$ cat src/rtl/logo_bounce_pkg.sv
// rtl/logo_bounce_pkg.sv - shared types and constants for the logo bounce controller
package logo_bounce_pkg;

    typedef enum logic [1:0] {
        IDLE     = 2'd0,
        WAIT     = 2'd1,
        UPDATE_X = 2'd2,
        UPDATE_Y = 2'd3
    } state_e;

    localparam logic       DIR_POS = 1'b0;
    localparam logic       DIR_NEG = 1'b1;
    localparam logic [9:0] IMG_OOR = 10'h3FF;

endpackage

$ cat src/rtl/logo_bounce_axis_step.sv
// rtl/logo_bounce_axis_step.sv - combinational single-axis bounce step, shared by X and Y
module logo_axis_step
    import logo_bounce_pkg::*;
#(
    parameter int STEP = 1
) (
    input  logic [9:0] pos_i,
    input  logic       dir_i,
    input  logic [9:0] limit_i,
    output logic [9:0] next_pos_o,
    output logic       next_dir_o,
    output logic       hit_o
);

    logic [10:0] pos_ext;
    logic [10:0] step_ext;
    logic [10:0] sum_ext;

    // 11-bit arithmetic so pos+STEP near the top of the range cannot wrap
    always_comb begin
        pos_ext    = {1'b0, pos_i};
        step_ext   = 11'(STEP);
        sum_ext    = pos_ext + step_ext;
        next_pos_o = pos_i;
        next_dir_o = dir_i;
        hit_o      = 1'b0;
        if (dir_i == DIR_POS) begin
            if (sum_ext >= {1'b0, limit_i}) begin
                next_pos_o = limit_i;
                next_dir_o = DIR_NEG;
                hit_o      = 1'b1;
            end else begin
                next_pos_o = sum_ext[9:0];
            end
        end else begin
            if (pos_ext <= step_ext) begin
                next_pos_o = 10'd0;
                next_dir_o = DIR_POS;
                hit_o      = 1'b1;
            end else begin
                next_pos_o = pos_i - step_ext[9:0];
            end
        end
    end

endmodule

$ cat src/rtl/logo_bounce.sv
// rtl/logo_bounce.sv - logo position bounce FSM and raster-to-image translation
// Optional edge-hit counter enabled by defining LOGO_BOUNCE_HITS_EN.
module logo_bounce
    import logo_bounce_pkg::*;
#(
    parameter int WIDTH    = 80,
    parameter int HEIGHT   = 96,
    parameter int SCREEN_W = 640,
    parameter int SCREEN_H = 480,
    parameter int STEP     = 1,
    parameter int INIT_X   = 0,
    parameter int INIT_Y   = 0
) (
    input  logic       clk,
    input  logic       rstn,
    input  logic       enable,
    input  logic       frame_tick,
    input  logic [9:0] x_px,
    input  logic [9:0] y_px,
    output logic [9:0] x_img,
    output logic [9:0] y_img,
    output logic       in_logo,
    output logic [9:0] pos_x,
    output logic [9:0] pos_y,
    output logic       busy,
    output logic [7:0] hits
);

    localparam logic [9:0] LIMIT_X = 10'(SCREEN_W - WIDTH);
    localparam logic [9:0] LIMIT_Y = 10'(SCREEN_H - HEIGHT);

    state_e     state_q, state_d;
    logic [9:0] pos_x_q, pos_x_d, pos_y_q, pos_y_d;
    logic       dir_x_q, dir_x_d, dir_y_q, dir_y_d;
    logic [9:0] x_img_q, y_img_q;
    logic       hit_q, in_logo_q;

    logic       sel_y;
    logic [9:0] step_pos, step_limit, step_next_pos;
    logic       step_dir, step_next_dir, step_hit;
    logic       win_hit;

    // One step unit, time-multiplexed: X in UPDATE_X, Y in UPDATE_Y
    assign sel_y      = (state_q == UPDATE_Y);
    assign step_pos   = sel_y ? pos_y_q : pos_x_q;
    assign step_dir   = sel_y ? dir_y_q : dir_x_q;
    assign step_limit = sel_y ? LIMIT_Y : LIMIT_X;

    logo_axis_step #(.STEP(STEP)) u_step (
        .pos_i      (step_pos),
        .dir_i      (step_dir),
        .limit_i    (step_limit),
        .next_pos_o (step_next_pos),
        .next_dir_o (step_next_dir),
        .hit_o      (step_hit)
    );

    always_comb begin
        state_d = state_q;
        pos_x_d = pos_x_q;
        pos_y_d = pos_y_q;
        dir_x_d = dir_x_q;
        dir_y_d = dir_y_q;
        unique case (state_q)
            IDLE: if (enable) state_d = WAIT;
            WAIT: begin
                if (!enable)         state_d = IDLE;
                else if (frame_tick) state_d = UPDATE_X;
            end
            UPDATE_X: begin
                state_d = UPDATE_Y;
                pos_x_d = step_next_pos;
                dir_x_d = step_next_dir;
            end
            UPDATE_Y: begin
                state_d = WAIT;
                pos_y_d = step_next_pos;
                dir_y_d = step_next_dir;
            end
            default: state_d = IDLE;
        endcase
    end

    always_ff @(posedge clk or negedge rstn) begin
        if (!rstn) begin
            state_q <= IDLE;
            pos_x_q <= 10'(INIT_X);
            pos_y_q <= 10'(INIT_Y);
            dir_x_q <= DIR_POS;
            dir_y_q <= DIR_POS;
        end else begin
            state_q <= state_d;
            pos_x_q <= pos_x_d;
            pos_y_q <= pos_y_d;
            dir_x_q <= dir_x_d;
            dir_y_q <= dir_y_d;
        end
    end

    assign win_hit = ({1'b0, x_px} >= {1'b0, pos_x_q})
                  && ({1'b0, x_px} <  ({1'b0, pos_x_q} + 11'(WIDTH)))
                  && ({1'b0, y_px} >= {1'b0, pos_y_q})
                  && ({1'b0, y_px} <  ({1'b0, pos_y_q} + 11'(HEIGHT)));

    // Out-of-window pixels address IMG_OOR so the ROM returns background;
    // in_logo trails by one more stage to line up with the ROM output register
    always_ff @(posedge clk or negedge rstn) begin
        if (!rstn) begin
            x_img_q   <= IMG_OOR;
            y_img_q   <= IMG_OOR;
            hit_q     <= 1'b0;
            in_logo_q <= 1'b0;
        end else begin
            x_img_q   <= win_hit ? (x_px - pos_x_q) : IMG_OOR;
            y_img_q   <= win_hit ? (y_px - pos_y_q) : IMG_OOR;
            hit_q     <= win_hit;
            in_logo_q <= hit_q;
        end
    end

`ifdef LOGO_BOUNCE_HITS_EN
    logic [7:0] hits_q;

    always_ff @(posedge clk or negedge rstn) begin
        if (!rstn) begin
            hits_q <= 8'd0;
        end else if (busy && step_hit) begin
            hits_q <= hits_q + 8'd1;
        end
    end

    assign hits = hits_q;
`else
    logic unused_step_hit;

    assign unused_step_hit = step_hit;
    assign hits            = 8'd0;
`endif

    assign busy    = (state_q == UPDATE_X) || (state_q == UPDATE_Y);
    assign x_img   = x_img_q;
    assign y_img   = y_img_q;
    assign in_logo = in_logo_q;
    assign pos_x   = pos_x_q;
    assign pos_y   = pos_y_q;

endmodule

$ cat config.mk
export PLATFORM = sky130hd
export DESIGN_NAME = logo_bounce
export DESIGN_NICKNAME = d
export VERILOG_FILES = /design/src/rtl/logo_bounce_pkg.sv /design/src/rtl/logo_bounce_axis_step.sv /design/src/rtl/logo_bounce.sv
export SDC_FILE = /design/constraint.sdc
export NUM_CORES = 1
export LEC_CHECK = 0
export BUFFER_PORTS_ARGS = -buffer_cell sky130_fd_sc_hd__buf_4
export CELL_PAD_IN_SITES_DETAIL_PLACEMENT = 1
export CELL_PAD_IN_SITES_GLOBAL_PLACEMENT = 1
export CORE_MARGIN = 2
export CORE_UTILIZATION = 38
export CTS_CLUSTER_DIAMETER = 50
export DETAILED_ROUTE_END_ITERATION = 10
export HOLD_SLACK_MARGIN = 0.06
export PLACE_DENSITY_LB_ADDON = 0.1
export SLEW_MARGIN = 20
export SYNTH_ARGS = -nofsm -noshare
export SYNTH_HDL_FRONTEND = slang
export SYNTH_HIERARCHICAL = 1
export SYNTH_SLANG_ARGS = --single-unit
$ cat constraint.sdc
create_clock -name clk -period 3.9 [get_ports clk]
set_input_delay 0 -clock clk [delete_from_list [all_inputs] [get_ports clk]]
set_output_delay 0 -clock clk [all_outputs]
set_load 0.02 [all_outputs]
After elaboration in Yosys (flattened, before gate mapping)
Index checks and enable logic that the tools add are counted.
- word-level logic and storage cells: 47
- output and inout bits: 50
- flip-flop bits (word level): 46
- bits of input ports: 24
- reductions and logical operators: 6
- order comparisons: 6
- add/sub/neg operators: 6
- mux-type cells: 15
- equal/unequal tests: 5
- operators with widths (kind ; count):
    $mux W10 ; 7
    $add A10 B7 Y11 const B ; 2
    $lt A10 B11 Y1 ; 2
    $ge A10 B10 Y1 ; 2
    $sub A10 B10 Y10 ; 2
    $add A10 B1 Y11 const B ; 1
    $ge A11 B10 Y1 ; 1
    $le A10 B1 Y1 const B ; 1
    $sub A10 B1 Y10 const B ; 1
    $pmux W2 S4 ; 1
    $mux W2 ; 3
    $eq A2 B2 Y1 const B ; 2
    $mux W1 ; 4
    $logic_and A1 B1 Y1 ; 3
    $ne A3 B3 Y1 const B ; 1
    $eq A2 B1 Y1 const B ; 1
    $logic_not A2 Y1 ; 1
    $ne A2 B2 Y1 const B ; 1
    $reduce_and A2 Y1 ; 1
    $logic_or A1 B1 Y1 ; 1

Logic depth before layout (Yosys ltp)
- depth after elaboration: 6
- mapped depth: 20

By module
Netlist, hierarchy kept.
- by module, submodules not included (module ; area an instance (um^2) ; times used ; cells each ; sequential area each (um^2)):
    logo_bounce ; 3158.0 ; 1 ; 341 ; 1176.1
    logo_axis_step ; 865.8 ; 1 ; 124 ; 0.0

Worst setup path after synthesis
OpenSTA, ideal clock, no wires.
- kind: reg2reg
- start: register state_q[0]
- end: register pos_y_q[8], in the netlist pos_y[8]
- slack: -0.146 ns
- stages on the path, launching flop included: 20
- buffers on the path: 3
- arrival time: 3.911 ns
- clock period less this slack: 4.046 ns
- cells stage by stage: dfrtp_1 > ha_1 > clkbuf_1 > clkbuf_1 > o21ai_0 > ha_1 > and3_4 > and3_1 > nand3_1 > xnor2_1 > ha_1 > a21oi_1 > and2b_2 > a311oi_1 > o21a_2 > buf_12 > mux2i_1 > o21ai_1 > nand2_1 > o21ai_0
- word-level cells in the longest chain between the ends: 6
- RTL lines (element ; RTL line ; text):
    start: declaration ; logo_bounce.sv:32 ; state_e state_q, state_d;
    start signal: assignment ; logo_bounce.sv:92 ; state_q <= state_d;
    $eq A2 B2 Y1 * ; logo_bounce.sv:44 ; assign sel_y = (state_q == UPDATE_Y);
    net sel_y ; logo_bounce.sv:38 ; logic sel_y;
    $mux W10 * ; logo_bounce.sv:45 ; assign step_pos = sel_y ? pos_y_q : pos_x_q;
    net step_pos[1] ; logo_bounce.sv:39 ; logic [9:0] step_pos, step_limit, step_next_pos;
    $add A10 B1 Y11 ; logo_bounce_axis_step.sv:23 ; sum_ext = pos_ext + step_ext;
    $ge A11 B10 Y1 ; logo_bounce_axis_step.sv:28 ; if (sum_ext >= {1'b0, limit_i}) begin
    $mux W10 ; logo_bounce_axis_step.sv:28 ;
    $mux W10 * ; logo_bounce_axis_step.sv:27 ; if (dir_i == DIR_POS) begin
    net step_next_pos[8] ; logo_bounce.sv:39 ;
    end signal: assignment ; logo_bounce.sv:88 ; pos_y_q <= 10'(INIT_Y);
    end signal: assignment ; logo_bounce.sv:94 ; pos_y_q <= pos_y_d;
    end: declaration ; logo_bounce.sv:33 ; logic [9:0] pos_x_q, pos_x_d, pos_y_q, pos_y_d;
Mark *: on every way through the listed nets, which the timed path passes. The rest lies on a longest branch.
A chain may end at the register's enable or synchronous reset.

Worst setup path in the final report
- start: register state_q[0]
- end: register pos_x_q[9], in the netlist pos_x[9]
- word-level cells in the longest chain between the ends: 6
- RTL lines (element ; RTL line ; text):
    $eq A2 B2 Y1 * ; logo_bounce.sv:44 ;
    net sel_y ; logo_bounce.sv:38 ;
    $mux W10 * ; logo_bounce.sv:45 ;
    net step_pos[0] ; logo_bounce.sv:39 ;
    $add A10 B1 Y11 ; logo_bounce_axis_step.sv:23 ;
    $ge A11 B10 Y1 ; logo_bounce_axis_step.sv:28 ;
    $mux W10 ; logo_bounce_axis_step.sv:28 ;
    $mux W10 * ; logo_bounce_axis_step.sv:27 ;
    net step_next_pos[9] ; logo_bounce.sv:39 ;
    end signal: assignment ; logo_bounce.sv:87 ; pos_x_q <= 10'(INIT_X);
    end signal: assignment ; logo_bounce.sv:93 ; pos_x_q <= pos_x_d;
    end: declaration ; logo_bounce.sv:33 ;
Marked as above.

==> flow_summary.json <==
{
  "status": "finished, final reports clean",
  "post_synth_instance_area_mm2": 0.00402,
  "io-pin-count": 74,
  "hold_violations": 0,
  "ys_warn_count": 6,
  "worst_path_dominant_cell_family": "compound AO/OA/AOI/OAI gates",
  "total_clock_buffers_created_by_cts": 5,
  "vias": 3568,
  "combPwrFrac_pct": 74.7,
  "cts.reportedPaths.clkPinSlew_ns": 0.10,
  "maxClockFrequency_mhz": 271,
  "synthCells": 465,
  "worstHoldPathType": "in2reg",
  "clock-sinks": 46,
  "wire_per_inst_um": 15.8,
  "drive_gt1_share_pct": 29.1,
  "post-route-min-period_ns": 3.69,
  "final_design_utilization_pct": 48.5,
  "grt_first_pass_wirelength_mm": 17.7,
  "worst_path_largest_cell_delay_ns": 0.41,
  "placedCellCount": 676,
  "clock_tree.buffer_depth": 2,
  "share_of_async_settable_or_async_resettable_flops_after_synthesis_pct": 100,
  "syn_to_final_growth_pct": 24.4,
  "floorplan.die.width_um": 107,
  "globalRouteTotalUtil_pct": 19.4,
  "final_min_period_over_clock_period_pct": 94.6,
  "post-synth-top-area-cell": "sky130_fd_sc_hd__dfrtp_1",
  "power.switching_fraction_pct": 49.6,
  "number_of_standard_cells_in_the_final_layout_excluding_fillers": 697,
  "irDropWorstVdd_mv": 0.519,
  "p_switching_mw": 2.23,
  "post_synth_num_cell_types": 63,
  "tritoncts": "built",
  "postRouteWirelength_mm": 11.0,
  "detailedRoute.firstIterationViolations": 135,
  "antenna_found_initial": 0,
  "clock_tree.root_cell": "sky130_fd_sc_hd__clkbuf_8",
  "die_y_um": 107,
  "grt_start_max_net_pins": 47,
  "flop_pwr_share_pct": 18.7,
  "path_class": "reg2reg",
  "layout_commonest_cell": "sky130_fd_sc_hd__buf_4",
  "ys_seq_elements": 46,
  "critPathArrivalTime_ns": 3.84,
  "maxSlewViolCount": 0,
  "cellPowerDensity_mw_per_mm2": 898,
  "startpoint_type": "flip-flop",
  "cp_slowest_cell": "sky130_fd_sc_hd__dfrtp_1",
  "drc_errors": 0,
  "power_report.internal_total_mw": 2.26,
  "die-area_mm2": 0.0114,
  "critPathBufInv": 1,
  "final_cell_mix": "sky130_fd_sc_hd__buf_4, sky130_fd_sc_hd__nand2_1, sky130_fd_sc_hd__ha_1",
  "max_slew.worst_pin.slew_ns": 0.715,
  "area_contributors_post_synth": "sky130_fd_sc_hd__dfrtp_1, sky130_fd_sc_hd__ha_1, sky130_fd_sc_hd__dfstp_2",
  "finClkSkew_ns": 0.0116,
  "worst_hold_slack_ns": 0.0833,
  "core_area_mm2": 0.0103,
  "remaining_global_route_overflow": 0,
  "rows": 37,
  "crit_path_end_kind": "flip-flop",
  "initial_core_util_pct": 39.0,
  "synth_top_cell_area_share_pct": 16.2,
  "first_global_vias": 3608,
  "static-leakage-power_nw": 2.36,
  "final_antenna_net_count": 0,
  "syn_area_per_cell_um2": 8.65,
  "gpl.final_weighted_congestion": 0.858,
  "ys.flop_type": "sky130_fd_sc_hd__dfrtp_1",
  "synth_enable_flop_cells": 0,
  "dpl-instance-area_mm2": 0.00473,
  "clock_power_share_pct": 6.7,
  "port_buffers": 65,
  "finalInstanceArea_mm2": 0.00501,
  "first_pass_iters": 4,
  "fillers": 1233,
  "htreeDepth": 2,
  "setup_viol": 0,
  "drv_cap": 0,
  "diodes": 0,
  "crit_chain": "ha_4 > mux2_2 > ha_1 > and3_4 > and3_4 > xor2_1 > ha_1 > and3_2 > a221o_1 > a31oi_1 > o21a_2 > buf_6 > mux2i_1 > o21ai_0 > nand2_1 > o21ai_0",
  "timing.critical_path.fanout_max": 5,
  "worstPathRequired_ns": 4.05,
  "dp_hpwl_mm": 9.06,
  "timing.max_slew.rel_slack_pct": 52.3,
  "report.power.total_mw": 4.50,
  "num-nets-final": 636,
  "seq_area_frac_synth_pct": 29.2,
  "route.detailed.vias_per_inst": 5.12,
  "worstSkewPairLatency_ns": 0.31
}
## layer usage
| layer | track usage, % | share of wire [%] | vias to the layer above |
|---|---|---|---|
| met3 | 2.49 | 2.6 | 14 |
| met4 | 5.84 | 2.0 | 0 |
| li1 | - | - | 1778 |
| met1 | 25.3 | 47 | 1721 |
| met5 | 0 | 0 | - |
| met2 | 33.6 | 48 | 55 |
## worst min-delay path, stage by stage
cell and delay, ns:
sky130_fd_sc_hd__buf_4 0.11, sky130_fd_sc_hd__inv_1 0.04, sky130_fd_sc_hd__ha_1 0.18, sky130_fd_sc_hd__nand2_1 0.06
## synthesized netlist by cell type (all sizes together), types with 3 or more instances
cell type  count
xnor2         18
o22ai          3
buf           16
nor2          18
xor2           9
inv           42
o21ai         56
a21oi         24
mux2i         11
nand2         60
and3           5
o21a           4
a211oi         3
dfrtp         26
nor4           6
ha            50
a21o           7
o2111ai        3
nand4          7
mux2           9
a31oi          4
nor2b          5
clkbuf         9
nand2b         6
dfstp         20
nor3           9
nand3          8
## stage by stage
stage / setup WS, ns / TNS [ns]
floorplan: 0.00342 / 0
global placement: 0.0394 / 0
detailed placement: -0.0371 / -0.0667
CTS: 0.0294 / 0
global route: -0.0854 / -0.472
finish: 0.210 / 0
## registers in the layout (all words and copies together) (netlist names)
name / cells
dir_x_q: 1
hit_q: 1
x_img: 10
in_logo: 1
y_img: 10
state_q: 2
dir_y_q: 1
pos_x: 10
pos_y: 10
## final cells by class
| class | count | area, um2 | share of cell area [%] |
|---|---|---|---|
| multi-input combinational | 369 | 2660 | 53.1 |
| sequential | 46 | 1180 | 23.5 |
| inverter | 42 | 158 | 3.15 |
| timing repair buffer | 96 | 752 | 15.0 |
| tap | 136 | 170 | 3.40 |
| clock buffer | 5 | 68.8 | 1.37 |
| clock inverter | 3 | 20.0 | 0.400 |
## cell families (layout without fill, tap and decap cells)
| group | count (synthesis) | count (layout) | synth area share (%) |
|---|---|---|---|
| AO/OA/AOI/OAI | 117 | 117 | 17.8 |
| XOR/XNOR | 27 | 27 | 5.88 |
| adder cells (fa/ha/maj) | 52 | 52 | 16.5 |
| buffers and inverters | 67 | 146 | 7.96 |
| flip-flops | 46 | 46 | 29.2 |
| multiplexers | 20 | 20 | 5.26 |
| other | 1 | 18 | 0.0932 |
| AND/OR/NAND/NOR | 135 | 135 | 17.3 |
## worst paths after layout
check	from	end	slack, ns	cells after the start
worst max-delay path	state_q[0]	pos_x[9]	0.21	16
worst max register to register	state_q[0]	pos_x[9]	0.21	16
min in group asynchronous	rstn	in_logo	0.22	2
max in group asynchronous	rstn	state_q[1]	3.25	2
worst min-delay path	x_px[0]	x_img[0]	0.08	4
worst min register to register	hit_q	in_logo	0.36	0
## repair_timing
item                                    4_1_cts  5_1_grt
endpoints found under the setup margin        5       22
gates resized for setup                       0       21
gates cloned                                  0        0
endpoints found under the hold margin        41        0
setup buffers                                 2        8
hold buffers                                  3        0
pin swaps                                     0        2
## power by group through the flow
stage	Clock (mW)	Combinational (mW)	Sequential, mW
finish	0.300	3.36	0.839
global route	0.339	3.71	0.866
CTS	0.315	3.24	0.838
detailed placement	0	3.17	0.846
global placement	0	3.07	0.840
floorplan	0	2.07	0.990
Note: power is estimated with default switching activity, not from simulation.
